### config.mk
export PLATFORM = sky130hd
export DESIGN_NAME = cla_subtractor_pipe
export DESIGN_NICKNAME = d
export VERILOG_FILES = /design/src/rtl/cla_subtractor_pipe.sv
export SDC_FILE = /design/constraint.sdc
export NUM_CORES = 1
export LEC_CHECK = 0
export ABC_CLOCK_PERIOD_IN_PS = 2600
export BUFFER_PORTS_ARGS = -buffer_cell sky130_fd_sc_hd__buf_2
export CAP_MARGIN = 20
export CORE_UTILIZATION = 54
export CTS_CLUSTER_SIZE = 14
export DETAILED_ROUTE_END_ITERATION = 8
export PLACE_DENSITY = 0.88
export SLEW_MARGIN = 40
export SYNTH_ARGS = -nofsm -noshare
export SYNTH_HDL_FRONTEND = slang
export SYNTH_SLANG_ARGS = --single-unit
### constraint.sdc
create_clock -name clk -period 2.6 [get_ports clk]
set_input_delay 0.52 -clock clk [delete_from_list [all_inputs] [get_ports clk]]
set_output_delay 0.52 -clock clk [all_outputs]
set_load 0.02 [all_outputs]
### src/rtl/cla_subtractor_pipe.sv
// Pipelined A - B subtractor: one carry-lookahead chunk resolved per stage, borrow chain
// carried between stages in registers, global stall driven by the output handshake.
`timescale 1ns/1ps
module cla_subtractor_pipe #(
  parameter int N     = 8,
  parameter int CHUNK = 4
) (
  input  logic         clk,
  input  logic         reset,
  input  logic         in_valid,
  output logic         in_ready,
  input  logic [N-1:0] A,
  input  logic [N-1:0] B,
  output logic         out_valid,
  input  logic         out_ready,
  output logic [N-1:0] diff,
  output logic         borrow,
  output logic         overflow,
  output logic         zero
);

  localparam int CHUNK_SAFE = (CHUNK < 1) ? 1 : CHUNK;
  localparam int STAGES     = N / CHUNK_SAFE;
  localparam int LAST       = STAGES - 1;

  generate
    if (CHUNK < 1 || (N % CHUNK_SAFE) != 0 || STAGES < 1) begin : g_bad_cfg
      $error("cla_subtractor_pipe: N must be a positive multiple of CHUNK (CHUNK >= 1)");
    end
  endgenerate

  // Returns {carry_out, sum} of a + ~b + cin, every carry expanded as a full lookahead term.
  function automatic logic [CHUNK_SAFE:0] cla_chunk(
    input logic [CHUNK_SAFE-1:0] a,
    input logic [CHUNK_SAFE-1:0] b,
    input logic                  cin
  );
    logic [CHUNK_SAFE-1:0] g;
    logic [CHUNK_SAFE-1:0] p;
    logic [CHUNK_SAFE:0]   c;
    logic                  t;
    g = a & ~b;
    p = a ^ ~b;
    for (int i = 0; i <= CHUNK_SAFE; i++) begin
      t = cin;
      for (int j = 0; j < i; j++) t = t & p[j];
      c[i] = t;
      for (int j = 0; j < i; j++) begin
        t = g[j];
        for (int m = j + 1; m < i; m++) t = t & p[m];
        c[i] = c[i] | t;
      end
    end
    cla_chunk = {c[CHUNK_SAFE], p ^ c[CHUNK_SAFE-1:0]};
  endfunction

  function automatic logic ovf_flag(input logic sa, input logic sb, input logic sd);
    ovf_flag = (sa ^ sb) & (sa ^ sd);
  endfunction

  logic                 w_en;
  logic [STAGES-1:0]    r_vld;
  logic [N-1:0]         r_d  [STAGES];
  logic [N-1:0]         r_a  [STAGES];
  logic [N-1:0]         r_b  [STAGES];
  logic [STAGES-1:0]    r_c;
  logic [STAGES-1:0]    r_sa;
  logic [STAGES-1:0]    r_sb;
  logic [N-1:0]         w_d  [STAGES];
  logic [CHUNK_SAFE:0]  w_res[STAGES];
  logic                 w_unused;

  assign w_en      = ~r_vld[LAST] | out_ready;
  assign in_ready  = w_en;
  assign out_valid = r_vld[LAST];

  // Chunk k is resolved from the operands carried in stage k-1 (stage 0 takes the ports).
  always_comb begin
    for (int k = 0; k < STAGES; k++) begin
      w_d[k]   = '0;
      w_res[k] = '0;
    end
    w_res[0]                   = cla_chunk(A[CHUNK_SAFE-1:0], B[CHUNK_SAFE-1:0], 1'b1);
    w_d[0][CHUNK_SAFE-1:0]     = w_res[0][CHUNK_SAFE-1:0];
    for (int k = 1; k < STAGES; k++) begin
      w_res[k] = cla_chunk(r_a[k-1][k*CHUNK_SAFE +: CHUNK_SAFE],
                           r_b[k-1][k*CHUNK_SAFE +: CHUNK_SAFE], r_c[k-1]);
      w_d[k]   = r_d[k-1];
      w_d[k][k*CHUNK_SAFE +: CHUNK_SAFE] = w_res[k][CHUNK_SAFE-1:0];
    end
  end

  always_ff @(posedge clk) begin
    if (reset) begin
      r_vld <= '0;
    end else if (w_en) begin
      r_vld[0] <= in_valid;
      for (int k = 1; k < STAGES; k++) r_vld[k] <= r_vld[k-1];
    end
  end

  always_ff @(posedge clk) begin
    if (w_en) begin
      r_d[0]  <= w_d[0];
      r_c[0]  <= w_res[0][CHUNK_SAFE];
      r_a[0]  <= A;
      r_b[0]  <= B;
      r_sa[0] <= A[N-1];
      r_sb[0] <= B[N-1];
      for (int k = 1; k < STAGES; k++) begin
        r_d[k]  <= w_d[k];
        r_c[k]  <= w_res[k][CHUNK_SAFE];
        r_a[k]  <= r_a[k-1];
        r_b[k]  <= r_b[k-1];
        r_sa[k] <= r_sa[k-1];
        r_sb[k] <= r_sb[k-1];
      end
    end
  end

  // Final stage: flags derived from the last register, forced to 0 while no result is valid.
  assign diff     = out_valid ? r_d[LAST] : '0;
  assign borrow   = out_valid & ~r_c[LAST];
  assign overflow = out_valid & ovf_flag(r_sa[LAST], r_sb[LAST], r_d[LAST][N-1]);
  assign zero     = out_valid & (r_d[LAST] == '0);

  assign w_unused = ^{r_a[LAST], r_b[LAST]};

endmodule
==> results by group, run 1 <==
Hold path
  • Hold Path Depth: 2
  • Hold/Removal Path Class: input port to flop
  • Hold endpoint: r_vld[1]$_SDFFE_PP0P_
  • Hold_sp: reset

Global route
  • Largest net degree at the start of global routing: 27
  • Wire length of the first global-routing pass: roughly 3000 microns
  • Antenna violations before repair: 0
  • Vias in the first global route: between 700 and 800
  • Total gr overflow: 0
  • GRT Util Overall: between 10% and 20%

Synth
  • XOR/XNOR Fraction of Synth Area: 4.30%
  • Syn_area_per_cell: 13.4 sq um
  • Async SR Flop Fraction: 0%
  • Post-synthesis mux area share: less than 1%
  • Post-synth EDFFs: 24
  • Register area share after synthesis: 62.3%
  • Post-Syn Area: between 0.001 and 0.0015 sq mm
  • Largest family of logic cells by synthesized area: adder cells
  • Synth Area in Compound Gates: roughly 5.5%
  • Ys Warns: 0
  • FF+latch count, synth: 26
  • Adder-cell share of the synthesized area: 11.9%
  • Syn Inst Count: around 90
  • Synthesized net count: 122
  • Library cells used by synthesis: 23
  • Area fraction in and, or, nand and nor cells after synthesis: 10.6%
  • Predominant post-synthesis flop cell: edfxtp_1

Critical path
  • Reg-to-Reg Start: r_b[0][4]$_DFFE_PP_
  • Worst EP required: around 2100 ps
  • Critical Path Fanout Max: 2
  • CP Capture Type: output port
  • Largest delay share family, worst path: simple AND/OR/NAND/NOR gates
  • Crit-path cells: or4_4, nor4_2, buf_2
  • CP Launch Type: flop
  • Worst R2R End: r_c[1]$_DFFE_PP_
  • R2R depth: 6
  • Critical path type: flop to output port
  • Critical path arrival: 1680 ps
  • Slowest-stage cell, CP: or4_4
  • CP bufs+invs: 1
  • R2r setup slk: 970 ps
  • CP max stage delay: 550 ps

Layout
  • Post-Layout Cell Count: 154
  • Fill cells: 160
  • Fin nets: 159
  • N_diodes: 0
  • Area occupied by multi-input gates: just over 400 sq um
  • Total area of sequential cells: 761 sq um
  • Layout Area Growth over Synthesis: 18.3%
  • Share of layout cells above drive strength 1: 30.7%

Status
  • Status: finished clean

Timing
  • Actual slew at the worst max-slew pin: around 300 ps
  • Endpoints failing setup: 0
  • Slew Viols, Final: 0
  • Setup TNS: 0 ps
  • Hold_ws: 368 ps
  • Unrepaired setup endpoints after global routing: no
  • Final Hold Fails: 0
  • Final worst-path cycle share: 84.7%
  • Slew HR: 80.0%
  • Clk_skew: 3.42 ps
  • Crit path time final: around 2200 ps
  • F_max: 0.454 GHz

Floorplan
  • Die ar.: between 0.002 and 0.0025 sq mm
  • Row Count: 16
  • CORE AREA: roughly 0.0020 sq mm
  • Effective utilization at floorplan: 59.8%
  • Top-level port count: 33
  • Die height: about 50 microns
  • Die X: 49.6 microns

Detailed routing
  • DRT Wirelength: approximately 1800 microns
  • DR iter-0 viols: 7
  • Number of routed nets with antenna violations: 0
  • DR pass1 iterations: 3
  • Avg WL per Cell: 11.5 microns
  • Via Count: 749
  • DRC Markers: 0
  • Via/cell ratio: just under 5

Power
  • Pwr dens: 595 mW/mm^2
  • Static Leak: 0.692 nW
  • Worst vdd ir: about 430 uV
  • Tot Pwr: 0.000860 W

Clocking
  • Skew-Pair Late Insertion Delay: 300 ps
  • CTS tree: built
  • Total CTS buffers: 3
  • Hold Buf Count CTS: 0
  • Clock Root Buffer: clkbuf_4
  • Htree depth: 1
  • Gates resized, CTS repair: 0
  • Post-CTS setup buffer count: 0
  • Reg clk slew, reported paths: 120 ps
  • Clock sink total: 26
  • CTS Buffer Depth: 2

Place
  • GP Congestion: 0.672
  • Port Buffer Count: 32
  • HPWL Detailed: 1440 microns
  • Placed cell count: 150

Run
  • MaxCap Viol Count: 0
[power breakdown]
group | internal, W | switching (W) | total, W
clock network | 0.0000560 | 0.000102 | 0.000158
registers | 0.000530 | 0.0000329 | 0.000563
logic | 0.0000664 | 0.0000723 | 0.000139
[per-layer routing]
| metal | global-route usage, % | routed length [microns] | vias up |
|---|---|---|---|
| li1 | - | - | 383 |
| met1 | 15.3 | 632 | 335 |
| met2 | 34.2 | 1030 | 27 |
| met3 | 3.09 | 77 | 4 |
| met4 | 5.71 | 28 | 0 |
| met5 | 0 | 0 | - |
[Yosys cell counts (2+ instances only)]
cell type	number	area (sq um)
xor2_1	2	17.5
a21o_1	2	15.0
nand2_1	4	15.0
edfxtp_1	24	721
a21oi_1	3	15.0
o21a_1	2	15.0
inv_1	14	52.6
xnor2_1	4	35.0
ha_1	10	125
and2_1	7	43.8
o211ai_1	2	15.0
nor2_1	5	18.8
dfxtp_1	2	40.0
[through the flow]
step	area, sq um	utilization (%)	worst slack [ps]
finish	1450	70.8	399
global placement	1420	69.5	806
detailed placement	1420	69.5	757
floorplan	1220	-	724
CTS	1450	70.8	408
global route	1450	70.8	352
[worst max path at each step]
stage	cells past startpoint	start	slack (ps)	end
after global placement	3	r_d[0][8]$_DFFE_PP_	810	zero
after detailed placement	3	r_d[0][8]$_DFFE_PP_	760	zero
after CTS	3	r_d[0][8]$_DFFE_PP_	410	zero
final	3	r_d[0][8]$_DFFE_PP_	400	zero
after global routing	3	r_d[0][8]$_DFFE_PP_	350	zero
after floorplan	2	r_d[0][8]$_DFFE_PP_	720	zero
[state kept, by name, indices dropped and copies added (netlist names)]
name	cells
r_c	2
r_d	12
r_vld	2
r_a	3
r_sa	2
r_b	3
r_sb	2
[placed cells by master (no fill, tap or decap), drive strengths merged]
cell,netlist,layout
ha,10,10
xor2,2,2
and2,8,8
nand2b,1,1
inv,14,14
clkbuf,1,3
buf,0,33
fa,1,1
o21a,2,2
nor2b,1,1
nand3b,1,1
nor4,1,1
nor2,5,5
a21o,2,2
mux2i,1,1
a21oi,3,3
or4,1,1
clkinv,0,1
a21boi,1,1
o211ai,2,2
dfxtp,2,2
xnor2,4,4
nand2,4,4
edfxtp,24,24
[cell type report]
type                            instances  area share, %
Timing Repair Buffer                   33           11.6
Sequential cell                        26           52.6
Clock buffer                            3           1.56
Multi-Input combinational cell         50           28.0
Tap cell                               27           2.34
Inverter                               14           3.64
Clock inverter                          1          0.260
[cells by family (layout without fill, tap and decap cells)]
kind of cell / count (synthesis) / after routing
DFF: 26 / 26
AOI/OAI and AO/OA: 10 / 10
muxes: 1 / 1
and+or+nand+nor: 22 / 22
xor gates and xnor gates: 6 / 6
adders and majority gates: 11 / 11
buffers and inverters: 15 / 51
(Power assumes the default switching activity.)
==> run 2, diff against run 1 <==
ABC_AREA = 1   (was default)
ABC_CLOCK_PERIOD_IN_PS = 1960   (was 2600)
CORE_UTILIZATION = 47   (was 54)
PLACE_DENSITY = 0.81   (was 0.88)
clock period = 1.96 ns   (was 2.6 ns; I/O delays follow)
==> run 2 against run 1 <==
Compared with the run above:
- wire length up 6.9%
- first-iteration DRC count increased by 43%
- non-clock buffer count is the same
- largest power group unchanged
- largest cell class unchanged
==> results by group, run 2 <==
Timing
  • Final worst-path cycle share: 91.7%
  • Crit path time final: 1800 ps
  • F_max: 0.556 GHz
  • Slew Viols, Final: 0 (unchanged)
  • Clk_skew: 6.60 ps (+3.19 ps)
  • Actual slew at the worst max-slew pin: 291 ps (-9.58 ps)
  • Final Hold Fails: 0 (unchanged)
  • Slew HR: 80.6% (+0.57 points)
  • Unrepaired setup endpoints after global routing: no
  • Setup TNS: 0 ps (unchanged)
  • Endpoints failing setup: 0 (unchanged)

Layout
  • Largest register FFs: 12 (unchanged)
  • Fin nets: 193 (+21%)
  • Layout Area Growth over Synthesis: 17.7%
  • Most frequent cells in the layout: inv_1, buf_2, nand2_1, edfxtp_1, ha_1
  • Largest regs: r_d x12, r_a x3, r_b x3
  • Leading cell type in the layout, fill and taps excluded: inv_1
  • N_diodes: 0 (unchanged)
  • Share of layout cells above drive strength 1: 26.1% (-4.6 points)
  • Final core utilization: 60.4% (-10 points)
  • Reg with most FFs: r_d

Global route
  • Wire length of the first global-routing pass: 3040 microns (+1.9%)
  • Vias in the first global route: 837 (+10%)
  • Antenna violations before repair: 0 (unchanged)
  • Total gr overflow: 0 (unchanged)
  • GRT Util Overall: 15.1% (-1.4 points)
  • Largest net degree at the start of global routing: 17 (-37%)

Place
  • HPWL Detailed: 1510 microns (+5.2%)
  • GP Congestion: 0.697 (+3.7%)
  • Port Buffer Count: 32 (unchanged)

Power
  • Cell Int Power: 0.000895 W (+37%)
  • Sw power: 0.000295 W (+43%)
  • Pwr dens: 774 mW/mm^2 (+30%)
  • Static Leak: 0.828 nW (+20%)
  • Clk pwr share: 22.0% (+3.6 points)
  • Sequential share of power: 61.7% (-3.8 points)
  • Sw Ratio: 24.8% (+0.71 points)
  • Logic pwr share: 16.3% (+0.2 points)
  • Worst vdd ir: 454 uV (+5.2%)

Synth
  • Post-synth top area cell: edfxtp_1
  • Ys Warns: 0 (unchanged)
  • FF+latch count, synth: 26 (unchanged)
  • Library cells used by synthesis: 17 (-26%)
  • Synthesized net count: 156 (+28%)
  • Async SR Flop Fraction: 0% (unchanged)
  • Count leader, synth: inv_1
  • Register area share after synthesis: 58.2% (-4.1 points)
  • Top cell type's share of synthesized area: 55.2% (-3.8 points)
  • Syn Inst Count: 125 (+37%)
  • Most frequent cells after synthesis: inv_1, nand2_1, edfxtp_1, ha_1, nand3_1
  • Post-Syn Area: 0.00131 sq mm (+7.0%)
  • Syn_area_per_cell: 10.5 sq um (-22%)
  • Area contributors post-synth: edfxtp_1, ha_1, inv_1
  • Predominant post-synthesis flop cell: edfxtp_1
  • Post-synth EDFFs: 24 (unchanged)

Clocking
  • Skew-Pair Late Insertion Delay: 310 ps (about the same)
  • CTS tree: built
  • Total CTS buffers: 3 (unchanged)
  • Clock Root Buffer: clkbuf_4
  • CTS Buffer Depth: 2 (unchanged)
  • Reg clk slew, reported paths: 130 ps (about the same)
  • Post-CTS setup buffer count: 0 (unchanged)
  • Htree depth: 1 (unchanged)
  • Clock sink total: 26 (unchanged)

Critical path
  • Slowest-stage cell, CP: dfxtp_2
  • Worst EP required: 1570 ps (-510 ps)
  • CP Launch Type: flop
  • CP max stage delay: 450 ps (-100 ps)
  • CP Capture Type: output port
  • Critical path arrival: 1400 ps (-280 ps)
  • Critical path type: flop to output port
  • Critical Path Fanout Max: 12 (+10)
  • Crit-path cells: inv_1, nor2_1, nand3_1, nor3_2, buf_2

Floorplan
  • Row Count: 18 (+2)
  • Die ar.: 0.00299 sq mm (+22%)
  • CORE AREA: 0.00254 sq mm (+25%)
  • Top-level port count: 33 (unchanged)
  • Die height: 54.7 microns (+10%)
  • Effective utilization at floorplan: 51.3% (-8.5 points)
  • Die X: 54.7 microns (+10%)

Detailed routing
  • Via Count: 895 (+19%)
  • Number of routed nets with antenna violations: 0 (unchanged)
  • DR pass1 iterations: 4 (+1)
  • DRT Wirelength: 1890 microns (+6.9%)
  • DR iter-0 viols: 10 (+3)
  • Avg WL per Cell: 9.88 microns (-14%)
  • DRC Markers: 0 (unchanged)
  • Via/cell ratio: 4.69 (-3.7%)

Status
  • Status: finished clean

Hold path
  • Hold/Removal Path Class: input port to flop

Run
  • MaxCap Viol Count: 0 (unchanged)
-- run 2: critical path, delay by kind of cell, from the launching register on --
kind | cells | cell delay [ps]
flip-flops | 1 | 450
buffers and inverters | 2 | 260
AND/OR/NAND/NOR | 3 | 380
-- run 2: kinds of logic (layout without fill, tap and decap cells) --
group	count (synthesis)	in the layout	synth area share [%]
DFF	26	26	58.2
buffers and inverters	34	70	10.3
adders and majority gates	11	11	11.1
AOI/OAI and AO/OA	2	2	0.766
and+or+nand+nor	48	48	16.9
xor gates and xnor gates	4	4	2.68
-- run 2: timing repair --
item                                    4_1_cts  5_1_grt
gates resized for setup                       0        1
endpoints found under the setup margin        0        1
hold buffers                                  0        0
-- run 2: final cells by class --
type                    count  area, sq um
clock buffers               4         36.3
flip-flops and latches     26          762
fillers                   220         1010
repair buffers             33          168
multi-input cells          65          410
inverters                  33          124
well taps                  30         37.5
-- run 2: layer usage --
layer  GRT usage [%]  vias to the layer above  wire (microns)
met2            30.1                       32             958
met1            13.2                      394             795
li1                -                      465               -
met5               0                        -               0
met3            1.67                        4              79
met4            11.5                        0              54
-- run 2: worst paths after layout --
path                                            start                    end  slack [ps]  depth (start not counted)
worst max-delay path            r_vld[1]$_SDFFE_PP0P_                   zero         160                          5
worst min-delay path                            reset  r_vld[1]$_SDFFE_PP0P_         230                          2
worst max register to register    r_a[0][4]$_DFFE_PP_       r_c[1]$_DFFE_PP_         480                          6
worst min register to register    r_d[0][0]$_DFFE_PP_    r_d[0][8]$_DFFE_PP_         440                          0
-- run 2: per-stage QoR --
step / hold slack, ps / power (W) / std cells / cell area [sq um] / worst slack (ps)
2_1_floorplan: 400 / 0.000880 / 125 / 1310 / 496
3_3_place_gp: 405 / 0.000931 / 187 / 1500 / 513
3_5_place_dp: 408 / 0.000945 / 187 / 1500 / 374
4_1_cts: 225 / 0.00120 / 191 / 1540 / 5.57
5_1_grt: 218 / 0.00126 / 191 / 1540 / 85.7
6_report: 233 / 0.00119 / 191 / 1540 / 163
-- run 2: power by group through the flow --
| stage | Combinational [W] | Clock, W | Sequential [W] |
|---|---|---|---|
| CTS | 0.000197 | 0.000272 | 0.000736 |
| global route | 0.000223 | 0.000289 | 0.000745 |
| detailed placement | 0.000196 | 0 | 0.000749 |
| floorplan | 0.000144 | 0 | 0.000736 |
| global placement | 0.000187 | 0 | 0.000744 |
| finish | 0.000194 | 0.000262 | 0.000735 |
==> run 3, diff against run 2 <==
ABC_AREA = default   (was 1)
CORE_UTILIZATION = 46   (was 47)
PLACE_DENSITY = 0.8   (was 0.81)
==> run 3 against run 2 <==
Compared with the run above:
- flip-flop and latch count did not move
- power fell by 4.6%
- design area decreased by 5.6%
- clock power fell by 18%
- first-iteration DRC count stayed put
- non-clock buffer count unchanged
- combinational power decreased by 8%
- worst setup slack got worse by 150 ps
- sequential share of layout area is 2.9 points higher
- clock-buffer cell count is the same
==> results by group, run 3 (synthesis gave the netlist of run 1 again) <==
Status
  • Status: finished clean

Critical path
  • Critical Path Fanout Max: 2 (-10)
  • CP Capture Type: output port
  • Critical path type: flop to output port
  • CP Launch Type: flop
  • Worst EP required: 1570 ps (about the same)
  • Slowest-stage cell, CP: or4_4
  • CP max stage delay: 540 ps (+90 ps)
  • Critical path arrival: 1550 ps (+150 ps)
  • R2R depth: 6 (unchanged)
  • Crit-path cells: or4_4, nor4_2, buf_4

Layout
  • Leading cell type in the layout, fill and taps excluded: buf_2
  • Share of layout cells above drive strength 1: 30.7% (+4.6 points)
  • Largest register FFs: 12 (unchanged)
  • Fin nets: 159 (-18%)
  • Reg with most FFs: r_d
  • Finished Cell Area: 0.00145 sq mm (-5.6%)
  • N_diodes: 0 (unchanged)
  • Layout Area Growth over Synthesis: 18.9%
  • Largest regs: r_d x12, r_a x3, r_b x3
  • Most frequent cells in the layout: buf_2, edfxtp_1, inv_1, ha_1, and2_1
  • Post-Layout Cell Count: 157 (-18%)
  • Fill cells: 208 (-5.5%)

Clocking
  • Total CTS buffers: 3 (unchanged)
  • CTS Buffer Depth: 2 (unchanged)
  • CTS tree: built
  • Clock Root Buffer: clkbuf_4
  • Clock sink total: 26 (unchanged)
  • Skew-Pair Late Insertion Delay: 310 ps (about the same)
  • Reg clk slew, reported paths: 130 ps (about the same)
  • Htree depth: 1 (unchanged)

Floorplan
  • CORE AREA: 0.00250 sq mm (-1.8%)
  • Die height: 53.5 microns (-2.2%)
  • Top-level port count: 33 (unchanged)
  • Die X: 53.5 microns (-2.2%)
  • Effective utilization at floorplan: 48.8% (-2.5 points)
  • Row Count: 18 (unchanged)
  • Die ar.: 0.00286 sq mm (-4.3%)

Global route
  • GRT Util Overall: 12.9% (-2.2 points)
  • Total gr overflow: 0 (unchanged)
  • Wire length of the first global-routing pass: 2550 microns (-16%)
  • Vias in the first global route: 666 (-20%)
  • Antenna violations before repair: 0 (unchanged)
  • Largest net degree at the start of global routing: 27 (+10)

Detailed routing
  • DR pass1 iterations: 3 (-1)
  • Met1 wire length: 678 microns (-15%)
  • Avg WL per Cell: 10.1 microns (+1.9%)
  • DR iter-0 viols: 10 (unchanged)
  • DRC Markers: 0 (unchanged)
  • Via/cell ratio: 4.69 (+0.18%)
  • Routed wl met3: 90 microns (+14%)
  • DRT Wirelength: 1580 microns (-16%)
  • WL met2: 775 microns (-19%)
  • Via Count: 737 (-18%)
  • Number of routed nets with antenna violations: 0 (unchanged)
  • DR top layer: met4

Place
  • Placed cell count: 153 (-18%)
  • HPWL Detailed: 1270 microns (-16%)
  • DP Area: 0.00142 sq mm (-5.2%)
  • DP Worst Slack: 265 ps (-109 ps)
  • GP Congestion: 0.690 (-1.0%)
  • Port Buffer Count: 32 (unchanged)

Timing
  • Slew Viols, Final: 0 (unchanged)
  • Actual slew at the worst max-slew pin: 310 ps (+19.6 ps)
  • Setup TNS: 0 ps (unchanged)
  • Final worst-path cycle share: 99.1% (+7.4 points)
  • Slew HR: 79.3% (-1.2 points)
  • Clk_skew: 11.5 ps (+4.91 ps)
  • Endpoints failing setup: 0 (unchanged)
  • Unrepaired setup endpoints after global routing: yes
  • Crit path time final: 1940 ps (+146 ps)
  • Setup ws final: 17.1 ps (-146 ps)
  • F_max: 0.515 GHz (-7.5%)
  • Final Hold Fails: 0 (unchanged)

Hold path
  • Hold/Removal Path Class: input port to flop
  • Hold Path Depth: 1 (-1)

Power
  • Static Leak: 0.691 nW (-16%)
  • Worst vdd ir: 530 uV (+17%)
  • Pwr dens: 783 mW/mm^2 (+1.1%)

Run
  • MaxCap Viol Count: 0 (unchanged)
[run 3: cell types whose count changed in the layout (fill, tap and decap cells not counted), moves of 7 or more]
cell and delta:
inv_1 -19, nand2_1 -23, nand3_1 -9, and2_1 +7
[run 3: timing repair]
action / 4_1_cts / 5_1_grt
hold buffers: 0 / 0
endpoints found under the setup margin: 1 / 1
buffers inserted: 0 / 0
resized for setup: 0 / 1
pin swaps: 2 / 0
[run 3: path summary, 6_finish.rpt]
path / from / to / slack, ps
max: r_d[0][13]$_DFFE_PP_ / zero / 20
min: B[4] / r_b[0][4]$_DFFE_PP_ / 240
max reg2reg: r_b[0][4]$_DFFE_PP_ / r_c[1]$_DFFE_PP_ / 340
min reg2reg: r_d[0][3]$_DFFE_PP_ / r_d[0][11]$_DFFE_PP_ / 440
[run 3: report_power, final]
part | leakage (nW) | switching [W] | internal [W]
combinational | 0.408 | 0.0000921 | 0.0000872
clock | 0.0150 | 0.000136 | 0.0000794
sequential | 0.269 | 0.0000386 | 0.000703
total | 0.691 | 0.000267 | 0.000869
[run 3: routing by layer]
layer	global-route usage [%]	vias to the layer above
li1	-	381
met4	7.89	0
met1	13.5	326
met5	0	-
met3	3.45	5
met2	22.9	25
[run 3: layout make-up]
cell class,instances,area (sq um),area share [%]
flip-flops and latches,26,761,52.4
multi-input cells,50,404,27.8
repair buffers,33,170,11.7
inverters,14,52.6,3.62
well taps,30,37.5,2.59
clock buffers,4,26.3,1.81
[run 3: critical path: cells and delay by family (launching register included)]
family                 cells  cell delay [ps]
AND/OR/NAND/NOR            2              680
flip-flops                 1              400
buffers and inverters      1              180
[run 3: per-stage QoR]
step	hold slack, ps	util [%]	power (W)
3_5_place_dp	415	56.9	0.000938
6_report	244	58.1	0.00114
2_1_floorplan	400	-	0.000873
4_1_cts	230	58.0	0.00115
3_3_place_gp	403	56.9	0.000923
5_1_grt	219	58.1	0.00120
